$ cat config.mk
export PLATFORM = sky130hd
export DESIGN_NAME = kbd_event_sched
export DESIGN_NICKNAME = d
export VERILOG_FILES = /design/src/rtl/kbd_event_sched.sv
export SDC_FILE = /design/constraint.sdc
export NUM_CORES = 1
export LEC_CHECK = 0
export CAP_MARGIN = 10
export CORE_ASPECT_RATIO = 1.25
export CORE_UTILIZATION = 55
export CTS_BUF_LIST = sky130_fd_sc_hd__clkbuf_16
export DETAILED_ROUTE_END_ITERATION = 10
export PLACE_DENSITY = 0.75
export SLEW_MARGIN = 15
export SYNTH_ARGS = -nofsm -noshare
export SYNTH_HDL_FRONTEND = slang
export SYNTH_SLANG_ARGS = --single-unit
$ cat constraint.sdc
create_clock -name clk -period 4.3 [get_ports clk]
set_input_delay 0.645 -clock clk [delete_from_list [all_inputs] [get_ports clk]]
set_output_delay 0.645 -clock clk [all_outputs]
set_load 0.01 [all_outputs]
$ cat src/rtl/kbd_event_sched.sv
// kbd_event_sched
//   Applies key make/break events from two requesters to the PC-8001 keyboard
//   matrix. Requester 0 is the USB keyboard decoder and requester 1 is the
//   autotype/paste source. The two are served round-robin. After each applied
//   event the matrix is frozen for HOLD_CYC cycles so the CPU key scan is sure
//   to see the change.
//
// Ports
//   clk, reset                     single clock; synchronous active-high reset
//   reqN_valid/ready/row/col/make  event handshake (N = 0, 1); make=1 presses the key
//   clear_all                      releases every key; level-sensitive, highest priority
//   kbd_adr, kbd_data              CPU row select and registered row contents (active low)
//   busy                           high while an event is being applied or held
//   err_drop                       one-cycle pulse when an event with an illegal row is discarded
//
// state | meaning
// IDLE  | waiting for a handshake from either requester
// APPLY | latched event is written to the matrix (or dropped if its row is illegal)
// HOLD  | matrix frozen; down-counter runs until it reaches 1

module kbd_event_sched #(
    parameter int ROWS     = 10,
    parameter int HOLD_W   = 16,
    parameter int HOLD_CYC = 12000
) (
    input  logic       clk,
    input  logic       reset,
    input  logic       req0_valid,
    output logic       req0_ready,
    input  logic [3:0] req0_row,
    input  logic [2:0] req0_col,
    input  logic       req0_make,
    input  logic       req1_valid,
    output logic       req1_ready,
    input  logic [3:0] req1_row,
    input  logic [2:0] req1_col,
    input  logic       req1_make,
    input  logic       clear_all,
    input  logic [3:0] kbd_adr,
    output logic [7:0] kbd_data,
    output logic       busy,
    output logic       err_drop
);

    typedef enum logic [1:0] {
        S_IDLE,
        S_APPLY,
        S_HOLD
    } state_t;

    localparam logic [4:0]        ROWS_L  = 5'(ROWS);
    localparam logic [HOLD_W-1:0] HOLD_LD = HOLD_W'(HOLD_CYC);

    state_t            state;
    logic [HOLD_W-1:0] hold_cnt;
    logic              last_grant;   // 1 = requester 1 was served last
    logic [3:0]        lat_row;
    logic [2:0]        lat_col;
    logic              lat_make;
    logic              grant0;
    logic              grant1;
    logic              row_ok;
    logic [7:0]        rd_data;

    // Full 16-row array so any 4-bit address is a legal index; rows at or
    // above ROWS are never written and stay at 8'hFF.
    logic [7:0]        matrix [16];

    assign grant0     = req0_valid & (~req1_valid | last_grant);
    assign grant1     = req1_valid & ~grant0;
    assign req0_ready = (state == S_IDLE) & grant0 & ~clear_all & ~reset;
    assign req1_ready = (state == S_IDLE) & grant1 & ~clear_all & ~reset;
    assign row_ok     = ({1'b0, lat_row} < ROWS_L);

    always_comb begin
        rd_data = 8'hFF;
        if ({1'b0, kbd_adr} < ROWS_L) begin
            rd_data = matrix[kbd_adr];
        end
    end

    always_ff @(posedge clk) begin
        if (reset) begin
            for (int r = 0; r < 16; r++) begin
                matrix[r] <= 8'hFF;
            end
            state      <= S_IDLE;
            hold_cnt   <= '0;
            last_grant <= 1'b1;
            busy       <= 1'b0;
            err_drop   <= 1'b0;
            kbd_data   <= 8'hFF;
            lat_row    <= '0;
            lat_col    <= '0;
            lat_make   <= 1'b0;
        end else begin
            kbd_data <= rd_data;
            err_drop <= 1'b0;
            if (clear_all) begin
                // Overrides everything, including an event sitting in APPLY.
                for (int r = 0; r < 16; r++) begin
                    matrix[r] <= 8'hFF;
                end
                state    <= S_IDLE;
                hold_cnt <= '0;
                busy     <= 1'b0;
            end else begin
                case (state)
                    S_IDLE: begin
                        if (req0_ready | req1_ready) begin
                            lat_row    <= req0_ready ? req0_row  : req1_row;
                            lat_col    <= req0_ready ? req0_col  : req1_col;
                            lat_make   <= req0_ready ? req0_make : req1_make;
                            last_grant <= req1_ready;
                            state      <= S_APPLY;
                            busy       <= 1'b1;
                        end
                    end
                    S_APPLY: begin
                        if (row_ok) begin
                            // Active-low matrix: a press clears the bit.
                            matrix[lat_row][lat_col] <= ~lat_make;
                            hold_cnt                 <= HOLD_LD;
                            if (HOLD_CYC == 0) begin
                                state <= S_IDLE;
                                busy  <= 1'b0;
                            end else begin
                                state <= S_HOLD;
                            end
                        end else begin
                            err_drop <= 1'b1;
                            state    <= S_IDLE;
                            busy     <= 1'b0;
                        end
                    end
                    S_HOLD: begin
                        hold_cnt <= hold_cnt - HOLD_W'(1);
                        if (hold_cnt == HOLD_W'(1)) begin
                            state <= S_IDLE;
                            busy  <= 1'b0;
                        end
                    end
                    default: begin
                        state <= S_IDLE;
                        busy  <= 1'b0;
                    end
                endcase
            end
        end
    end

endmodule

==> impl_metrics.env, run 1 <==
export IMPL_hpwlAfterDp_um=9040
export IMPL_syn_inst=543
export IMPL_synthesis_area_um2=5760
export IMPL_dieArea_um2=10900
export IMPL_synth_seq_cells=117
export IMPL_p_per_area_nw_per_um2=397
export IMPL_route_vias_total=4389
export IMPL_wire_per_inst_um=18.5
export IMPL_endpoint="req0_ready"
export IMPL_worstReg2RegStart="lat_row[2]$_SDFFE_PP0P_"
export IMPL_finalCritPeriodShare_pct=77.1
export IMPL_worstSetupStartpoint="clear_all"
export IMPL_finalWorstSetupSlack_ns=0.983
export IMPL_io_pins=37
export IMPL_status="finished clean"
export IMPL_ir_drop_v=0.000309
export IMPL_async_flop_share_pct=0
export IMPL_yosysTopAreaCellShare_pct=41.7
export IMPL_grt_max_degree=87
export IMPL_crit_type="in2out"
export IMPL_grt_pass1_wl_um=21400
export IMPL_io_buffers=36
export IMPL_cts_sinks=117
export IMPL_syn_avg_cell_area_um2=10.6
export IMPL_yosys_top_cells_area="edfxtp_1 42%, dfxtp_1 13%, o21ai_1 6.9%"
export IMPL_wirelength_um=13000
export IMPL_synth_ff_type="edfxtp_1"
export IMPL_drv_slew=0
export IMPL_place_ws_ns=0.958
export IMPL_placed_area_um2=6160
export IMPL_critPathMaxFanout=9
export IMPL_hold_viol=0
export IMPL_n_antenna_cell=0
export IMPL_rsz0062_at_grt="no"
export IMPL_synth_cell_types=59
export IMPL_skew_ns=0.00701
export IMPL_post_cts_buffers=0
export IMPL_syn_to_final_growth_pct=15.7
export IMPL_fp_dieH_um=116
export IMPL_synthesis_nets=570
export IMPL_antenna_found_initial=0
export IMPL_drc=0
export IMPL_slew_limit_headroom_pct=32.1
export IMPL_gp_congestion=0.866
export IMPL_drive_gt1_share_pct=10.6
export IMPL_start_util_pct=56.8
export IMPL_vias_per_cell=6.23
export IMPL_p_leak_nw=1.81
export IMPL_synth_seq_area_share_pct=54.5
export IMPL_fin_area_um2=6670
export IMPL_row_count=41
export IMPL_cts_root_buf="clkbuf_16"
export IMPL_grt_overflow=0
export IMPL_h_tree_depth=4
export IMPL_fill_cells=807
export IMPL_clkTransAtPathRegs_ns=0.05
export IMPL_cp_end_kind="primary output"
export IMPL_multi_input_area_um2=2400
export IMPL_worst_r2r_setup_slack_ns=1.62
export IMPL_synth_edf_count=80
export IMPL_layout_nets=589
export IMPL_grt_pass1_vias=4405
export IMPL_r2r_end="matrix[0][4]$_SDFFCE_PN1P_"
export IMPL_die_w_um=93.6
export IMPL_cp_arrival_ns=2.67
export IMPL_grt_total_usage_pct=26.6
export IMPL_max_freq_mhz=301
export IMPL_coreArea_um2=10200
export IMPL_first_pass_iters=5
export IMPL_synth_warnings=0
export IMPL_reg2regPathDepth=4
export IMPL_min_from="lat_make$_SDFFE_PP0P_"
export IMPL_worst_slew_pin_slew_ns=1.00
export IMPL_hp_class="reg2reg"
export IMPL_start_kind="input pin"
export IMPL_ant_nets=0
export IMPL_cts_resized=0
export IMPL_drv_cap=0
export IMPL_insertion_delay_ns=0.42
export IMPL_final_min_clock_period_ns=3.32
export IMPL_tns_ns=0
export IMPL_yosys_area_top_type="edfxtp_1"
export IMPL_seqCellArea_um2=3140
export IMPL_setup_violations_final=0
export IMPL_cts_buffer_depth=2
export IMPL_cts_tree="done"
export IMPL_critPathRequiredTime_ns=3.65
export IMPL_cts_buffers=17
export IMPL_drt_iter0_drc=378
export IMPL_hold_buffers=0
[state kept, by name (all words and copies together), names as in the netlist]
signal / cells
matrix: 80
state: 2
busy: 1
last_grant: 1
hold_cnt: 16
kbd_data: 8
lat_col: 3
lat_row: 4
lat_make: 1
err_drop: 1
[Yosys cell counts, types with 2 or more instances]
| cell | number |
|---|---|
| a211oi_1 | 10 |
| a21o_1 | 3 |
| a21oi_1 | 22 |
| a31oi_1 | 2 |
| buf_2 | 12 |
| buf_6 | 2 |
| clkbuf_1 | 29 |
| dfxtp_1 | 37 |
| edfxtp_1 | 80 |
| ha_1 | 2 |
| inv_1 | 5 |
| mux2i_1 | 17 |
| mux4_2 | 16 |
| nand2_1 | 100 |
| nand2b_1 | 17 |
| nand3_1 | 3 |
| nand4_1 | 3 |
| nor2_1 | 21 |
| nor2b_1 | 3 |
| nor3_1 | 10 |
| nor3_2 | 3 |
| nor3b_1 | 2 |
| nor4_1 | 2 |
| nor4_2 | 4 |
| nor4b_2 | 2 |
| o21ai_0 | 4 |
| o21ai_1 | 80 |
| o22ai_1 | 5 |
| o311ai_0 | 3 |
| o31ai_1 | 2 |
| or3_1 | 8 |
| or4_1 | 5 |
| xnor2_1 | 3 |
[how the worst min path moves through the flow]
stage | slack, ns | to | cells after the start
after floorplan | 0.47 | hold_cnt[15]$_SDFFE_PP0P_ | 1
after global placement | 0.48 | hold_cnt[15]$_SDFFE_PP0P_ | 1
after detailed placement | 0.49 | lat_make$_SDFFE_PP0P_ | 2
after CTS | 0.50 | lat_make$_SDFFE_PP0P_ | 2
after global routing | 0.53 | lat_make$_SDFFE_PP0P_ | 2
final | 0.50 | lat_make$_SDFFE_PP0P_ | 2
[worst max-delay path, cell delays in order]
cell	delay (ns)
clkdlybuf4s50_1	0.50
nor4_2	0.38
and3_1	0.52
clkdlybuf4s50_1	0.63
[metrics by stage]
step	total power [mW]	hold WS [ns]	cells	util, %
2_1_floorplan	1.38	0.469	543	-
3_3_place_gp	1.44	0.482	672	60.6
3_5_place_dp	1.44	0.493	672	60.6
4_1_cts	2.65	0.503	704	65.6
5_1_grt	2.72	0.528	704	65.6
6_report	2.65	0.500	704	65.6
[layout make-up]
class | instances | area share (%)
Sequential cell | 117 | 47.1
Multi-Input combinational cell | 375 | 36.0
Timing Repair Buffer | 45 | 6.42
Clock buffer | 17 | 6.38
Tap cell | 129 | 2.42
Clock inverter | 15 | 1.28
Inverter | 6 | 0.338
[per-layer routing]
layer | vias to the layer above | GRT usage [%] | wire, µm
met5 | - | 0 | 0
met4 | 0 | 11.6 | 246
met3 | 23 | 6.25 | 802
met2 | 203 | 47.8 | 7100
met1 | 2105 | 30.1 | 4880
li1 | 2058 | - | -
[placed cells by master (no fill, tap or decap), types with 3 or more instances in the layout]
master / instances
dfxtp_1: 37
nand3_1: 3
a21oi_1: 22
mux4_2: 16
nor2_1: 21
a211oi_1: 10
nor4_2: 4
nor2b_1: 3
nor3_2: 3
nand4_1: 3
nand2b_1: 17
mux2i_1: 17
a21o_1: 3
nand2_1: 100
buf_4: 9
inv_1: 10
o21ai_0: 4
xnor2_1: 3
or4_1: 5
clkdlybuf4s50_1: 36
clkinv_1: 7
o21ai_1: 80
or3_1: 8
o22ai_1: 5
nor3_1: 10
edfxtp_1: 80
o311ai_0: 3
clkbuf_16: 17
[report_power, final]
part | leakage [nW] | internal, mW | switching (mW)
registers | 0.890 | 1.21 | 0.0213
clock network | 0.269 | 0.762 | 0.460
logic | 0.653 | 0.0772 | 0.115
total | 1.81 | 2.05 | 0.597
[cell families after synthesis]
family	synth area share, %
xor+xnor	0.608
buf+inv	3.91
mux	9.20
simple gates	17.1
fa+ha+maj	0.434
flops	54.5
compound gates	14.2
(Power assumes the default switching activity.)
==> inputs of run 2 (changes only) <==
Settings changed: CORE_UTILIZATION 55 to 52, PLACE_DENSITY 0.75 to 0.74.
Clock period 4.3 ns to 2.8 ns, I/O delays scaled along.
==> run 2 against run 1 <==
Net effect: critical path type unchanged; largest cell class unchanged; combinational power is 60% higher; routed wire length grew 3.1%; clock skew rose by 0.0018 ns; via count rose by 2.1%; sequential power grew 54%.
==> impl_metrics.env, run 2 (synthesized netlist as in run 1, its figures left out) <==
export IMPL_status="finished clean"
export IMPL_die_w_um=96.2
export IMPL_syn_to_final_growth_pct=18.5
export IMPL_critPathSlowestCell="clkdlybuf4s50_1"
export IMPL_drt_iter0_drc=289
export IMPL_drc=0
export IMPL_hp_class="reg2reg"
export IMPL_critPathMaxFanout=4
export IMPL_hold_viol=0
export IMPL_final_min_clock_period_ns=2.55
export IMPL_io_buffers=36
export IMPL_grt_overflow=0
export IMPL_route_vias_total=4482
export IMPL_holdWs_ns=0.500
export IMPL_cts_buffer_depth=2
export IMPL_cts_sinks=117
export IMPL_dieArea_um2=11500
export IMPL_start_kind="input pin"
export IMPL_seqCellArea_um2=3140
export IMPL_gp_congestion=0.836
export IMPL_finalCritPeriodShare_pct=90.9
export IMPL_rsz0062_at_grt="no"
export IMPL_grt_pass1_vias=4412
export IMPL_holdPathStages=2
export IMPL_skew_ns=0.00883
export IMPL_cp_common_cell="clkdlybuf4s50_1"
export IMPL_vias_per_cell=6.17
export IMPL_wire_per_inst_um=18.5
export IMPL_insertion_delay_ns=0.41
export IMPL_use_met1_pct=30.2
export IMPL_place_ws_ns=0.235
export IMPL_hpwlAfterDp_um=8990
export IMPL_clkTransAtPathRegs_ns=0.05
export IMPL_fill_cells=811
export IMPL_worst_slew_pin_slew_ns=0.808
export IMPL_layout_nets=609
export IMPL_grt_max_degree=87
export IMPL_reg2regPathDepth=4
export IMPL_row_count=42
export IMPL_finalWorstSetupSlack_ns=0.255
export IMPL_cpPeakStageDelay_ns=0.55
export IMPL_antenna_found_initial=0
export IMPL_n_antenna_cell=0
export IMPL_grt_pass1_wl_um=21900
export IMPL_worstReg2RegStart="lat_row[1]$_SDFFE_PP0P_"
export IMPL_final_common_cell="nand2_1"
export IMPL_cts_tree="done"
export IMPL_h_tree_depth=4
export IMPL_max_freq_mhz=393
export IMPL_cts_buffers=17
export IMPL_grt_util_met3_pct=6.59
export IMPL_cts_root_buf="clkbuf_16"
export IMPL_cts_resized=0
export IMPL_grt_busiest_layer="met2"
export IMPL_crit_type="in2out"
export IMPL_cp_end_kind="primary output"
export IMPL_first_pass_iters=6
export IMPL_worstSetupStartpoint="clear_all"
export IMPL_top_regs="matrix (80), hold_cnt (16), kbd_data (8)"
export IMPL_final_cell_mix="100 x nand2_1, 80 x o21ai_1, 80 x edfxtp_1"
export IMPL_use_met2_pct=42.4
export IMPL_p_leak_nw=1.93
export IMPL_min_from="lat_make$_SDFFE_PP0P_"
export IMPL_fp_dieH_um=120
export IMPL_largest_register="matrix"
export IMPL_worstPathCellList="clkdlybuf4s50_1, nor4_2, nand2_1, a21oi_1, clkdlybuf4s50_1"
export IMPL_start_util_pct=54.0
export IMPL_total_power_mw=4.05
export IMPL_drv_slew=0
export IMPL_io_pins=37
export IMPL_grt_total_usage_pct=25.8
export IMPL_critPathRequiredTime_ns=2.38
export IMPL_drive_gt1_share_pct=14.3
export IMPL_ant_nets=0
export IMPL_coreArea_um2=10700
export IMPL_wirelength_um=13400
export IMPL_drv_cap=0
export IMPL_p_per_area_nw_per_um2=592
export IMPL_tns_ns=0
export IMPL_slew_limit_headroom_pct=46.0
export IMPL_hold_buffers=0
export IMPL_largest_register_ffs=80
export IMPL_setup_violations_final=0
export IMPL_cp_arrival_ns=2.13
export IMPL_ir_drop_v=0.000404
export IMPL_multi_input_area_um2=2400
export IMPL_post_cts_buffers=0
==> run 2: changes by cell type in the layout (fill, tap and decap cells not counted) <==
cell,previous run,this run
clkinv_1,7,2
inv_1,10,11
buf_4,9,28
clkbuf_16,17,18
buf_12,0,1
inv_2,1,4
bufinv_16,1,0
clkinv_2,2,3
==> run 2: path summary, 6_finish.rpt <==
path / end / slack [ns]
min reg2reg: lat_make$_SDFFE_PP0P_ / 0.50
min: lat_make$_SDFFE_PP0P_ / 0.50
max: req1_ready / 0.25
max reg2reg: matrix[0][7]$_SDFFCE_PN1P_ / 0.47
==> run 2: metal layers <==
layer  part of all wire, %  up-vias
li1                      -     2093
met1                    37     2122
met2                    52      224
met3                   7.2       43
met4                   4.0        0
met5                     0        -
==> run 2: area by class of cell <==
cell class | instances | share of cell area [%]
Sequential cell | 117 | 46.0
Multi-Input combinational cell | 375 | 35.2
Timing Repair Buffer | 65 | 8.65
Clock buffer | 18 | 6.60
Tap cell | 132 | 2.42
Clock inverter | 14 | 0.824
Inverter | 6 | 0.330
==> run 2: critical path, delay by kind of cell <==
kind,cells,cell delay [ns]
buf+inv,2,1.05
simple gates,2,0.52
compound gates,1,0.14
==> run 2: power by group <==
part	switching (mW)	total [mW]	internal, mW
Clock	0.708	1.85	1.14
Sequential	0.0334	1.89	1.86
Combinational	0.180	0.308	0.128
==> run 2: metrics by stage <==
step                      instance area (µm²)  instances  util [%]
after floorplan                          5760        543         -
after global placement                   6320        695      59.3
after detailed placement                 6320        695      59.3
after CTS                                6830        727      64.0
after global routing                     6830        727      64.0
final                                    6830        727      64.0
